### src/rtl/fwd_scoreboard.sv
// Operand forwarding and load-use hazard unit beside the ID/EX register.
// A shift-register scoreboard tracks DEPTH in-flight writes; entry 0 is the youngest (EX/MEM).
module fwd_scoreboard #(
  parameter int REG_ADDR_W = 5,
  parameter int NUM_SRC    = 2,
  parameter int DEPTH      = 3,
  parameter int LOAD_READY = 1,
  parameter int SEL_W      = $clog2(DEPTH + 1),
  parameter int CNT_W      = 16
) (
  input  logic                          clk,
  input  logic                          rst,
  input  logic                          issue_valid,
  input  logic [REG_ADDR_W-1:0]         issue_dest,
  input  logic                          issue_reg_write,
  input  logic                          issue_is_load,
  input  logic [NUM_SRC*REG_ADDR_W-1:0] src_reg,
  input  logic [NUM_SRC-1:0]            src_used,
  input  logic                          flush,
  output logic [NUM_SRC*SEL_W-1:0]      forward_sel,
  output logic                          stall,
  output logic [CNT_W-1:0]              stall_count
);

  logic [DEPTH-1:0]      v_q, v_d;
  logic [DEPTH-1:0]      wr_q, wr_d;
  logic [DEPTH-1:0]      ld_q, ld_d;
  logic [REG_ADDR_W-1:0] dest_q [DEPTH];
  logic [REG_ADDR_W-1:0] dest_d [DEPTH];
  logic [DEPTH-1:0]      ready;
  logic [NUM_SRC-1:0]    hazard;
  logic [CNT_W-1:0]      cnt_q, cnt_d;

  // Load data only becomes forwardable once it has reached entry LOAD_READY.
  generate
    for (genvar gk = 0; gk < DEPTH; gk++) begin : g_ready
      localparam bit LOAD_STAGE_OK = (gk >= LOAD_READY);
      assign ready[gk] = !ld_q[gk] || LOAD_STAGE_OK;
    end
  endgenerate

  generate
    for (genvar gi = 0; gi < NUM_SRC; gi++) begin : g_src
      logic [REG_ADDR_W-1:0] src;
      logic [DEPTH-1:0]      match;
      logic [SEL_W-1:0]      sel;
      logic                  haz;
      logic                  found;

      assign src = src_reg[gi*REG_ADDR_W +: REG_ADDR_W];

      for (genvar gk = 0; gk < DEPTH; gk++) begin : g_match
        assign match[gk] = v_q[gk] && wr_q[gk] && src_used[gi] &&
                           (dest_q[gk] == src) && (dest_q[gk] != '0);
      end

      // Youngest match decides alone, so an unready young load blocks older ready data.
      always_comb begin
        sel   = '0;
        haz   = 1'b0;
        found = 1'b0;
        for (int k = 0; k < DEPTH; k++) begin
          if (!found && match[k]) begin
            found = 1'b1;
            if (ready[k]) begin
              sel = SEL_W'(k + 1);
            end else begin
              haz = 1'b1;
            end
          end
        end
      end

      assign forward_sel[gi*SEL_W +: SEL_W] = sel;
      assign hazard[gi]                     = haz;
    end
  endgenerate

  assign stall = issue_valid && !flush && (|hazard);

  // A stalled or flushed consumer enters the scoreboard as a bubble.
  always_comb begin
    v_d[0]    = issue_valid && !stall && !flush;
    wr_d[0]   = issue_reg_write;
    ld_d[0]   = issue_is_load;
    dest_d[0] = issue_dest;
  end

  generate
    for (genvar gk = 1; gk < DEPTH; gk++) begin : g_shift
      always_comb begin
        v_d[gk]    = v_q[gk-1];
        wr_d[gk]   = wr_q[gk-1];
        ld_d[gk]   = ld_q[gk-1];
        dest_d[gk] = dest_q[gk-1];
      end
    end
  endgenerate

  always_comb begin
    cnt_d = cnt_q;
    if (stall && (cnt_q != '1)) begin
      cnt_d = cnt_q + 1'b1;
    end
  end

  always_ff @(posedge clk) begin
    if (rst) begin
      v_q   <= '0;
      wr_q  <= '0;
      ld_q  <= '0;
      cnt_q <= '0;
    end else begin
      v_q   <= v_d;
      wr_q  <= wr_d;
      ld_q  <= ld_d;
      cnt_q <= cnt_d;
    end
  end

  // Destination tags are qualified by v, so they need no reset.
  always_ff @(posedge clk) begin
    for (int k = 0; k < DEPTH; k++) begin
      dest_q[k] <= dest_d[k];
    end
  end

  assign stall_count = cnt_q;

endmodule

### config.mk
export PLATFORM = sky130hd
export DESIGN_NAME = fwd_scoreboard
export DESIGN_NICKNAME = d
export VERILOG_FILES = /design/src/rtl/fwd_scoreboard.sv
export SDC_FILE = /design/constraint.sdc
export NUM_CORES = 1
export LEC_CHECK = 0
export ABC_AREA = 1
export BUFFER_PORTS_ARGS = -buffer_cell sky130_fd_sc_hd__clkbuf_2
export CORE_MARGIN = 5
export CORE_UTILIZATION = 45
export DETAILED_ROUTE_END_ITERATION = 7
export PLACE_DENSITY_LB_ADDON = 0.25
export SETUP_SLACK_MARGIN = 0.4
export SYNTH_ARGS = -nofsm -noshare
export SYNTH_HDL_FRONTEND = slang
export SYNTH_SLANG_ARGS = --single-unit
export TNS_END_PERCENT = 50
### constraint.sdc
create_clock -name clk -period 1.7 [get_ports clk]
set_input_delay 0.085 -clock clk [delete_from_list [all_inputs] [get_ports clk]]
set_output_delay 0.085 -clock clk [all_outputs]
set_load 0.005 [all_outputs]
==> summary.md, run 1 <==
For the final number of hold-violating endpoints, the log shows 0. Counting cells, the worst reg-to-reg path comes to 13. The count of input and output buffers was 43.

The number of antenna violations at the first check in global routing was 0. Sequential share of the synthesized area: 35.8%. Count of synthesis-stage warnings from yosys: 0. The most used flip-flop cell after synthesis is sky130_fd_sc_hd__dfxtp_1. The worst register-to-register path ends at stall_count[12]. The logs give 0 for the count of final max-slew check failures and 59.6% for the relative slew slack. The tree is rooted in a sky130_fd_sc_hd__clkbuf_8. Cells with a size suffix above 1 make up 36.2% of the layout. At the worst endpoint, the required time is 1.62 ns. TritonCTS built the clock tree.

Traced cell by cell, the critical path runs through nor3_2 > nor3b_2 > nor2_1 > nand4_1 > nand3_2 > o21ai_1 > clkbuf_2. From synthesis to final layout, the design area changed by 33.0%. The total power per unit cell area is 623 mW/mm^2, and the die extent in y is 78.7 um.

The run gives 17.7% as the total global routing track utilization. The total number of vias came out at 2,103. The path with the worst hold slack has its endpoint at ld_q[0]. For the site row count, the log shows 25. Number of nets at the end of the flow: 399.

The stage delay of the slowest cell on the critical path works out to 0.35 ns. For this run the aggregate overflow at the end of global routing stands at 0. By startpoint and endpoint, the worst setup path is classified as register to primary output.

A synthesized cell averages 6.79 um^2. The most area-hungry cell type in the Yosys netlist is sky130_fd_sc_hd__dfxtp_1. The tools report the initial cell density of the core as 45.6%.

Data arrives at the worst endpoint at 1.59 ns. Measured along the x axis, the die boundary spans 78.7 um. Of all flip-flops after synthesis, the portion carrying an async set or reset was 0%.

Entering global routing, the biggest net connects 15 pins. 0 antenna diodes ended up in the layout. The min-delay analysis places its worst path in the category input port to register. Across the run, the number of max-cap violations was 0. Along the worst path, the maximum fanout reaches 5. The non-filler instance count after layout came out at 430. For this design, the sink count on the clock tree is 38.

Later-pin clock latency in the skew report: 0.29 ns. Setup violations remaining at the end of the flow were counted as 0. The worst hold path begins at issue_is_load. The tools report the worst flop-to-flop path startpoint as dest_q[0][3]. Once detail routing completed, the nets flagged for antenna violations numbered 0. Once placement completed, the tool counted placed cells totaling 411.

Summed over all nets, the half-perimeter wirelength after detailed placement is 3900 um. Across all register-to-register paths, the minimum setup slack is 0.10 ns. Summed over all failing endpoints, the final setup total negative slack is 0 ns. The tools report the count of different cell masters after synthesis as 33.

The run gives 337 as the synthesized net count. The sort of element at the end of the critical path is a primary output. Dividing the detail-routed via count by the number of cells gives 4.89. The number of filler cells placed in the layout is 426, and the final clock skew is 0.00260 ns. The clock tree synthesis step divided the H-tree into 2 levels.

The weighted congestion at the end of routability-driven global placement came out at 0.863. For the maximum frequency from static timing analysis, the log shows 598 MHz. The number of design rule violations left after detail routing came out at 0.

Number of global-route vias before repair: 1,948. At the pin with the least slew margin, the transition time is 0.605 ns. For this design the static power due to leakage is 1.31 nW. The routed design has 5210 um of wire. Setup repair after global routing could not meet its margin everywhere. The flow ran to the end, and the final reports show no timing, DRC or antenna violations. Clock tree synthesis inserted a total of 5 buffers. Counting every instance in the synthesized netlist gives 313. Clock-pin slew was measured on the worst setup and hold paths at 0.07 ns.

Broken down by cell family, the worst path's largest delay share belongs to simple AND/OR/NAND/NOR gates. Highest ir drop seen on vdd: 0.376 mV. The buffers plus inverters on the worst setup path was 1; the die area was 0.00620 mm^2. By area the synthesized netlist is led by sky130_fd_sc_hd__dfxtp_1, sky130_fd_sc_hd__nand2_1, sky130_fd_sc_hd__nor2_1. The boundary pin count was 44; the routed wirelength normalized by instance count was 12.1 um. The first global-routing pass estimated 8690 um of wire. Register bit total from synthesis: 38. The clock period minus final worst setup slack is 1.67 ns, and the core area is 0.00466 mm^2. Tracing the worst setup path back leads to its startpoint at dest_q[0][7]. Summed over its instances, the top area cell type makes up 35.8% of the synthesized netlist area. In the finished design, the share of the clock period the worst path needs comes to 98.3%.

After the first detailed-routing iteration, the DRC count stood at 93. The count of flip-flops with a built-in enable after synthesis works out to 0. In this run the cell area of the synthesized design comes to 0.00213 mm^2. The largest individual stage delay along the critical path comes from the cell sky130_fd_sc_hd__dfxtp_2. The number of cells on the worst hold path came out at 3. In this run the deepest clock path goes through 2 buffers. STA classifies the critical path startpoint as a register.

The first detailed-routing pass took 4 iterations.
[metrics by stage]
| stage | util [%] | power [W] | instance area [um^2] | hold WS, ns | setup slack [ns] |
|---|---|---|---|---|---|
| after floorplan | - | 0.00107 | 2160 | 0.113 | 0.378 |
| after global placement | 52.9 | 0.00113 | 2470 | 0.188 | 0.180 |
| after detailed placement | 52.9 | 0.00113 | 2470 | 0.189 | 0.182 |
| after CTS | 58.3 | 0.00178 | 2720 | 0.0108 | 0.0531 |
| after global routing | 60.7 | 0.00186 | 2830 | 0.0204 | -0.0769 |
| final | 60.7 | 0.00176 | 2830 | 0.0224 | 0.0288 |
[worst register-to-register path, cell delays in order, from the launching register on]
cell and delay [ns]:
sky130_fd_sc_hd__dfxtp_2 0.34, sky130_fd_sc_hd__inv_2 0.07, sky130_fd_sc_hd__nand2_1 0.05, sky130_fd_sc_hd__nand2_1 0.07, sky130_fd_sc_hd__nand2_1 0.06, sky130_fd_sc_hd__nor2_2 0.14
sky130_fd_sc_hd__nand2_4 0.09, sky130_fd_sc_hd__nand2_8 0.10, sky130_fd_sc_hd__buf_6 0.10, sky130_fd_sc_hd__nand3_4 0.15, sky130_fd_sc_hd__nor2_2 0.16, sky130_fd_sc_hd__nand2_1 0.05
sky130_fd_sc_hd__nand2_1 0.07, sky130_fd_sc_hd__nor2_2 0.05
[where the power goes]
| group | leakage (nW) | switching, W | internal, W |
|---|---|---|---|
| combinational | 0.941 | 0.0000959 | 0.0000872 |
| sequential | 0.319 | 0.0000345 | 0.000913 |
| clock | 0.0482 | 0.000305 | 0.000327 |
| total | 1.31 | 0.000436 | 0.00133 |
[state kept, by name, summed over array words and instances, names as in the netlist]
register	count
v_q	3
wr_q	3
ld_q	1
dest_q	15
stall_count	16
[cell families after synthesis]
family	share of synthesized area, %
xor+xnor	7.83
flops	35.8
simple gates	40.1
buf+inv	9.53
fa+ha+maj	0.588
compound gates	6.12
[what timing repair did]
| action | in CTS | in global routing |
|---|---|---|
| resized for setup | 22 | 30 |
| setup buffers | 5 | 0 |
| pin swaps | 10 | 36 |
| hold endpoints to repair | 6 | 0 |
| hold buffers | 6 | 0 |
| endpoints found under the setup margin | 21 | 22 |
[synth_stat cells (3+ instances only)]
library cell and instances:
sky130_fd_sc_hd__nand2_1 74, sky130_fd_sc_hd__nor2_1 54, sky130_fd_sc_hd__inv_1 44, sky130_fd_sc_hd__dfxtp_1 38, sky130_fd_sc_hd__nand4_1 12, sky130_fd_sc_hd__xor2_1 11, sky130_fd_sc_hd__nand3_1 9, sky130_fd_sc_hd__nor3_1 9
sky130_fd_sc_hd__xnor2_1 8, sky130_fd_sc_hd__nor2_2 7, sky130_fd_sc_hd__inv_2 6, sky130_fd_sc_hd__o21ai_1 6, sky130_fd_sc_hd__a21oi_1 3, sky130_fd_sc_hd__clkbuf_1 3, sky130_fd_sc_hd__nor2_4 3, sky130_fd_sc_hd__o21ai_0 3
sky130_fd_sc_hd__o21bai_2 3, sky130_fd_sc_hd__or2_2 3
[routing by layer]
| metal | GRT usage [%] | vias up | wire [um] |
|---|---|---|---|
| li1 | - | 1090 | - |
| met1 | 21.8 | 951 | 2320 |
| met2 | 29.6 | 54 | 2510 |
| met3 | 4.54 | 8 | 308 |
| met4 | 6.82 | 0 | 77 |
| met5 | 0 | - | 0 |
[worst max-delay path by stage]
| stage | to | slack [ns] | cells past startpoint |
|---|---|---|---|
| 2_1_floorplan | stall_count[3] | 0.38 | 10 |
| 3_3_place_gp | stall_count[3] | 0.18 | 9 |
| 3_5_place_dp | forward_sel[0] | 0.18 | 7 |
| 4_1_cts | forward_sel[1] | 0.05 | 7 |
| 5_1_grt | forward_sel[1] | -0.08 | 7 |
| 6_report | forward_sel[2] | 0.03 | 7 |
[layout by cell type (no fill, tap or decap), drive strengths merged]
cell,synthesis,routed
a21boi,1,1
a21oi,3,3
buf,1,11
clkbuf,3,49
clkinv,0,1
dfxtp,38,38
dlygate4sd3,0,6
ha,1,1
inv,50,50
nand2,78,78
nand3,11,11
nand4,13,13
nor2,64,64
nor3,9,9
nor3b,1,1
nor4,1,1
o2111ai,1,1
o21ai,9,9
o21bai,4,4
o22ai,2,2
or2,4,4
xnor2,8,8
xor2,11,11
[area by class of cell]
type,count,area (um^2),area share [%]
multi-input combinational,221,1330,46.9
sequential,38,795,28.1
timing repair buffer,59,362,12.8
inverter,50,188,6.64
clock buffer,7,86.3,3.05
tap,54,67.6,2.39
clock inverter,1,5.00,0.177
(Power assumes the default switching activity.)
==> run 2, diff against run 1 <==
--- a/config.mk
+++ b/config.mk
@@ -8,8 +8,9 @@
 export ABC_AREA = 1
 export BUFFER_PORTS_ARGS = -buffer_cell sky130_fd_sc_hd__clkbuf_2
 export CORE_MARGIN = 5
-export CORE_UTILIZATION = 45
+export CORE_UTILIZATION = 54
 export DETAILED_ROUTE_END_ITERATION = 7
+export MAX_ROUTING_LAYER = met4
 export PLACE_DENSITY_LB_ADDON = 0.25
 export SETUP_SLACK_MARGIN = 0.4
 export SYNTH_ARGS = -nofsm -noshare
==> summary.md, run 2 (same netlist as run 1, synthesis figures left out) <==
The flow ran to the end, and the final reports show no timing, DRC or antenna violations. The slew of the pin with the lowest slew margin is 0.545 ns. In this run, the number of DRC markers left after iteration 0 of detailed routing was 112. In the layout the commonest cells are sky130_fd_sc_hd__nand2_1, sky130_fd_sc_hd__nor2_1, sky130_fd_sc_hd__inv_1, sky130_fd_sc_hd__clkbuf_2.

The layout has 297 filler cells. The internal power contribution was 0.00159 W; the pin count of the biggest net entering global routing was 15. For the final number of hold-violating endpoints, the log shows 0. The final critical-path share of the clock period was 98.2%; the final clock skew was 0.00767 ns. In this run, flip-flops and latches consume 46.2% of the power. The die covers 0.00529 mm^2. For the placed standard-cell area, the log shows 0.00244 mm^2. STA classifies the critical path endpoint as a primary output. After detailed routing, the number of remaining DRC violations is 0. Max-cap violations in this run came to 0.

Derived from the worst setup path, the maximum achievable clock frequency is 599 MHz. Count of final max-slew check failures: 0. The highest net fanout along the worst path is 3.

The clock period minus final worst setup slack was 1.67 ns. The most common cell after layout, fill and taps aside is sky130_fd_sc_hd__nand2_1. For this design the static power due to leakage is 1.31 nW. The repair_antennas step left the layout with diodes totalling 0. The switching fraction of total power is 22.5%, and the number of clock buffers inserted by TritonCTS is 5.

Routability-driven placement finished with a final weighted congestion of 1.04. The vias per cell was 4.91; the count of input and output buffers was 43. On the worst path, the slowest cell contributes a delay of 0.34 ns.

The relative slew slack is 63.6%, and the number of global-route vias before repair is 1,887. The total power per unit cell area was 722 mW/mm^2; the reported net switching power was 0.000461 W. The number of antenna-violating nets in the routed design was 0; the number of flip-flops in the largest register was 16.

The first-pass GRT wire length was 8350 um; the number of iterations in the first detailed-routing pass was 4. Number of nets at the end of the flow: 399. Root buffer cell: sky130_fd_sc_hd__clkbuf_8. In the final routed layout, each cell accounts on average for 12.0 um. Traced cell by cell, the critical path runs through buf_4 > xor2_1 > nor3_1 > nand3_1 > o22ai_1 > clkbuf_2. The worst setup path is launched from a register. The kind of path behind the tightest hold check is input port to register. Across every metal layer, demand over resource in global routing totals 20.6%.

For this run, the number of standard cells in the final layout without fillers is 424. TritonCTS built the clock tree. Highest ir drop seen on vdd: 0.522 mV. The run gives 44.5% as the part of the total power dissipated in the clock network.

Of the total power, combinational logic draws 9.4%. Final worst-path setup slack: 0.0299 ns. The category of the most critical setup path is register to primary output. The area growth from synthesis to layout is 33.7%. The post-placement setup slack is 0.195 ns, and the buffer depth of the longest clock path is 2. The number of antenna violations at the first check in global routing came out at 0.

Counting tap cells, the placed design contains a total of 403 instances. The data arrival time of the critical path is 1.59 ns, and the clock slew at the register clock pins of the worst setup and hold paths is 0.07 ns. Hold is met by 0.0833 ns. Clock latency on the worst-skew pair, taken at its later pin, is 0.29 ns. Standard cell with the maximum stage delay on the critical path: sky130_fd_sc_hd__dfxtp_2. For the site row count, the log shows 22. From bottom edge to top edge, the die measures 72.7 um.

Once the floorplan was initialized, standard cells occupied 56.8% of the core. The overall die width works out to 72.7 um. Setup repair after global routing could not meet its margin everywhere.

At the worst endpoint, the required time is 1.62 ns. The run gives 2 as the number of H-tree levels. The tools report the core area as 0.00374 mm^2. The aggregate routed wire length is 5090 um. The area of all placed cells without fillers was 0.00284 mm^2; the remaining global-route overflow was 0.

The proportion of layout cells with a drive suffix above 1 is 37.2%, and the boundary pin count is 44. At the end of the flow the core is filled with cells to 75.9%. The clock sink count was 38. The logs give 2,081 for the total number of vias and 0 for the number of setup violations in the final report. The post-detailed-placement half-perimeter wirelength came out at 3730 um.
[run 2: cell count changes in the layout (fill, tap and decap cells not counted), sizes merged]
cell | before | now
bufinv | 0 | 2
dlygate4sd3 | 6 | 7
clkbuf | 49 | 46
[run 2: layer usage]
layer	routed length [um]	vias up	track usage, %
li1	-	1097	-
met1	2380	926	28.0
met2	2360	48	30.7
met3	276	10	3.99
met4	78	0	6.56
met5	0	-	-
[run 2: worst paths after layout]
path | start | endpoint | slack, ns | cells after the start
worst min register to register | dest_q[0][2] | dest_q[0][7] | 0.38 | 0
worst max register to register | dest_q[0][0] | stall_count[11] | 0.06 | 11
worst max-delay path | dest_q[0][11] | forward_sel[0] | 0.03 | 6
worst min-delay path | rst | wr_q[0] | 0.08 | 2
[run 2: cell type report]
type                    count  area, um^2  area share [%]
multi-input cells         221        1290            45.4
flip-flops and latches     38         803            28.3
repair buffers             59         360            12.7
inverters                  50         190            6.69
clock buffers               5        68.8            2.42
clock inverters             3        68.8            2.42
well taps                  48        60.1            2.11
[run 2: power by group through the flow]
stage | Sequential, W | Clock, W | Combinational, W
after global placement | 0.000967 | 0 | 0.000159
after floorplan | 0.000956 | 0 | 0.000110
after global routing | 0.000952 | 0.000970 | 0.000215
final | 0.000947 | 0.000913 | 0.000192
after CTS | 0.000948 | 0.000923 | 0.000182
after detailed placement | 0.000967 | 0 | 0.000160
[run 2: what timing repair did]
action	CTS	global route
endpoints found under the hold margin	7	0
setup endpoints to repair	21	22
pin swaps	6	29
setup buffers	4	2
gates resized for setup	18	38
hold buffers	7	0
[run 2: critical path, delay by kind of cell, from the launching register on]
kind	cells	cell delay, ns
AND/OR/NAND/NOR	2	0.30
buffers and inverters	2	0.29
AO/OA/AOI/OAI	1	0.20
flip-flops	1	0.34
XOR/XNOR	1	0.17
[run 2: stage by stage]
step,setup TNS [ns],total power (W)
6_report,0,0.00205
5_1_grt,-0.461,0.00214
4_1_cts,0,0.00205
3_5_place_dp,0,0.00113
3_3_place_gp,0,0.00113
2_1_floorplan,0,0.00107
==> run 3, diff against run 2 <==
--- a/config.mk
+++ b/config.mk
@@ -8,7 +8,7 @@
 export ABC_AREA = 1
 export BUFFER_PORTS_ARGS = -buffer_cell sky130_fd_sc_hd__clkbuf_2
 export CORE_MARGIN = 5
-export CORE_UTILIZATION = 54
+export CORE_UTILIZATION = 50
 export DETAILED_ROUTE_END_ITERATION = 7
 export MAX_ROUTING_LAYER = met4
 export PLACE_DENSITY_LB_ADDON = 0.25
==> summary.md, run 3 (same netlist as run 1, synthesis figures left out) <==
The run finished with clean final reports. Pin count of the biggest net entering global routing: 15. Broken down by cell family, the worst path's largest delay share belongs to simple AND/OR/NAND/NOR gates. The aggregate routed wire length is 5500 um.

Number of antenna violations at the first check in global routing: 0. For the pin with the worst max-slew slack, the measured transition is 0.587 ns. After clock tree synthesis, the clock-pin slew on the worst setup and hold paths is 0.08 ns.

For this run, the slowest stage of the critical path takes 0.35 ns. During I/O placement, the number of pins put on the boundary was 44. Between clock sinks in the finished design, the worst skew comes to 0.00688 ns.

The highest net fanout along the worst path came out at 5. Standard cell with the maximum stage delay on the critical path: sky130_fd_sc_hd__dfxtp_2. The die covers 0.00566 mm^2. During placement, the flow inserted port buffers numbering 43. The routed wirelength normalized by instance count was 12.9 um. The most repeated library cell on the critical path was sky130_fd_sc_hd__nand4_1.

In this run, CTS created clock tree buffers numbering 5. Hold path startpoint: rst. The source of the critical timing path was dest_q[0][8].

The tool flagged a number of max-cap violations equal to 0. The library cell used most frequently in the layout, excluding fill and tap cells, is sky130_fd_sc_hd__nand2_1. The number of setup violations in the final report was 0. For the worst setup path, the data required time is 1.62 ns. Routability-driven placement finished with a final weighted congestion of 0.901. The floorplan has 23 rows.

Highest ir drop seen on vdd: 0.537 mV. Data arrives at the worst endpoint at 1.57 ns. Dividing the detail-routed via count by the number of cells gives 4.92. For this configuration, the core starts out at a cell density of 52.4%.

The core area came out at 0.00406 mm^2. The finished layout holds 428 standard cells, fillers aside. The final number of hold-violating endpoints came out at 0. For the number of global-route vias before repair, the log shows 1,930. Detailed routing inserted a total of 2,106 vias. In this run, placement finished with an instance count of 407.

Final critical-path share of the clock period: 97.1%. Traced cell by cell, the critical path runs through or2_2 > nand4_1 > nor2_1 > nand4_1 > nand3_2 > o21ai_2 > buf_2. The worst setup path is of the register to primary output kind. The total power per unit cell area came out at 719 mW/mm^2. The proportion of layout cells with a drive suffix above 1 came out at 36.0%.

The remaining global-route overflow was 0; the relative slew slack was 60.8%. The run gives 0.29 ns as the later-pin clock latency in the skew report. For this design, the sink count on the clock tree is 38.

The synthesis-to-finish area growth was 35.3%. In the layout the commonest cells are sky130_fd_sc_hd__nand2_1, sky130_fd_sc_hd__nor2_1, sky130_fd_sc_hd__inv_1. The die is 75.2 um tall.

The sort of element at the end of the critical path was a primary output. TritonCTS built the clock tree. In this run the deepest clock path goes through 2 buffers. The number of H-tree levels came out at 2. For this block, the initial DRC count from the detailed router was 141.

The number of iterations in the first detailed-routing pass is 4. The repair_antennas step left the layout with diodes totalling 0. Setup repair after global routing could not meet its margin everywhere. Summed over all cells, the static leakage comes to 1.31 nW. The total global routing track utilization was 21.2%. Clock period minus final worst setup slack: 1.65 ns. The worst register-to-register path begins at dest_q[0][3].

The kind of path behind the tightest hold check is input port to register. After detailed routing, the number of remaining DRC violations is 0. The run gives 8830 um as the first-pass GRT wire length. The run gives 0.08 ns as the setup slack of the worst register-to-register path. The count of final max-slew check failures is 0, and the overall die width is 75.2 um. Derived from the worst setup path, the maximum achievable clock frequency is 606 MHz.

The run gives 0 ns as the setup TNS. The buffers plus inverters on the worst setup path is 1, and the post-detailed-placement half-perimeter wirelength is 3760 um. Once detail routing completed, the nets flagged for antenna violations numbered 0. The worst setup path is launched from a register. At the end of the flow, the number of nets in the layout was 401. In this run the clock root is driven by a sky130_fd_sc_hd__clkbuf_8. The number of flip-flops in the largest register came out at 16.
run 3: cell types whose count changed in the layout (fill, tap and decap cells not counted), sizes merged:
| cell | delta |
|---|---|
| buf | +1 |
| clkbuf | +1 |
run 3: worst reg2reg max path, stage by stage (launching register included):
cell                      delay, ns
sky130_fd_sc_hd__dfxtp_2       0.34
sky130_fd_sc_hd__inv_2         0.08
sky130_fd_sc_hd__nand2_1       0.05
sky130_fd_sc_hd__nand2_1       0.05
sky130_fd_sc_hd__nand2_1       0.07
sky130_fd_sc_hd__nor2_2        0.15
sky130_fd_sc_hd__nand2_4       0.10
sky130_fd_sc_hd__nand2_8       0.10
sky130_fd_sc_hd__buf_6         0.11
sky130_fd_sc_hd__nand3_4       0.15
sky130_fd_sc_hd__nor2_2        0.17
sky130_fd_sc_hd__nand2_1       0.05
sky130_fd_sc_hd__nand2_1       0.05
sky130_fd_sc_hd__nor2_1        0.04
run 3: what timing repair did:
action / in CTS / in global routing
endpoints found under the hold margin: 7 / 0
resized for setup: 20 / 27
pin swaps: 7 / 28
hold buffers: 7 / 0
setup endpoints to repair: 21 / 22
setup buffers: 3 / 3
run 3: worst paths after layout:
check,to,depth (start not counted)
max reg2reg,stall_count[12],13
max,forward_sel[3],7
min reg2reg,dest_q[0][8],0
min,wr_q[0],2
run 3: report_power, final:
| group | total [W] | internal (W) | leakage (nW) | switching, W |
|---|---|---|---|---|
| Combinational | 0.000195 | 0.0000907 | 0.924 | 0.000104 |
| Sequential | 0.000947 | 0.000911 | 0.318 | 0.0000354 |
| Clock | 0.000925 | 0.000588 | 0.0683 | 0.000337 |
| Total | 0.00207 | 0.00159 | 1.31 | 0.000477 |
run 3: metrics by stage:
stage	total power, W	hold WS, ns	instance area [um^2]	util, %	worst slack, ns
final	0.00207	0.0907	2880	70.9	0.0485
after CTS	0.00207	0.0871	2760	68.0	0.0793
after floorplan	0.00107	0.113	2160	-	0.378
after global routing	0.00214	0.114	2880	70.9	-0.103
after global placement	0.00113	0.188	2460	60.7	0.185
after detailed placement	0.00113	0.189	2460	60.7	0.159
run 3: area by class of cell:
type                            instances  area (um^2)
Multi-Input combinational cell        221         1320
Clock buffer                            5         68.8
Clock inverter                          3         68.8
Inverter                               50          188
Timing Repair Buffer                   61          372
Fill cell                             335         1180
Tap cell                               50         62.6
Sequential cell                        38          793
run 3: per-layer routing:
metal	track usage, %	vias to the layer above	wire [um]
met1	25.6	932	2430
met5	-	-	0
met2	35.1	61	2660
li1	-	1101	-
met3	4.67	12	311
met4	7.18	0	93
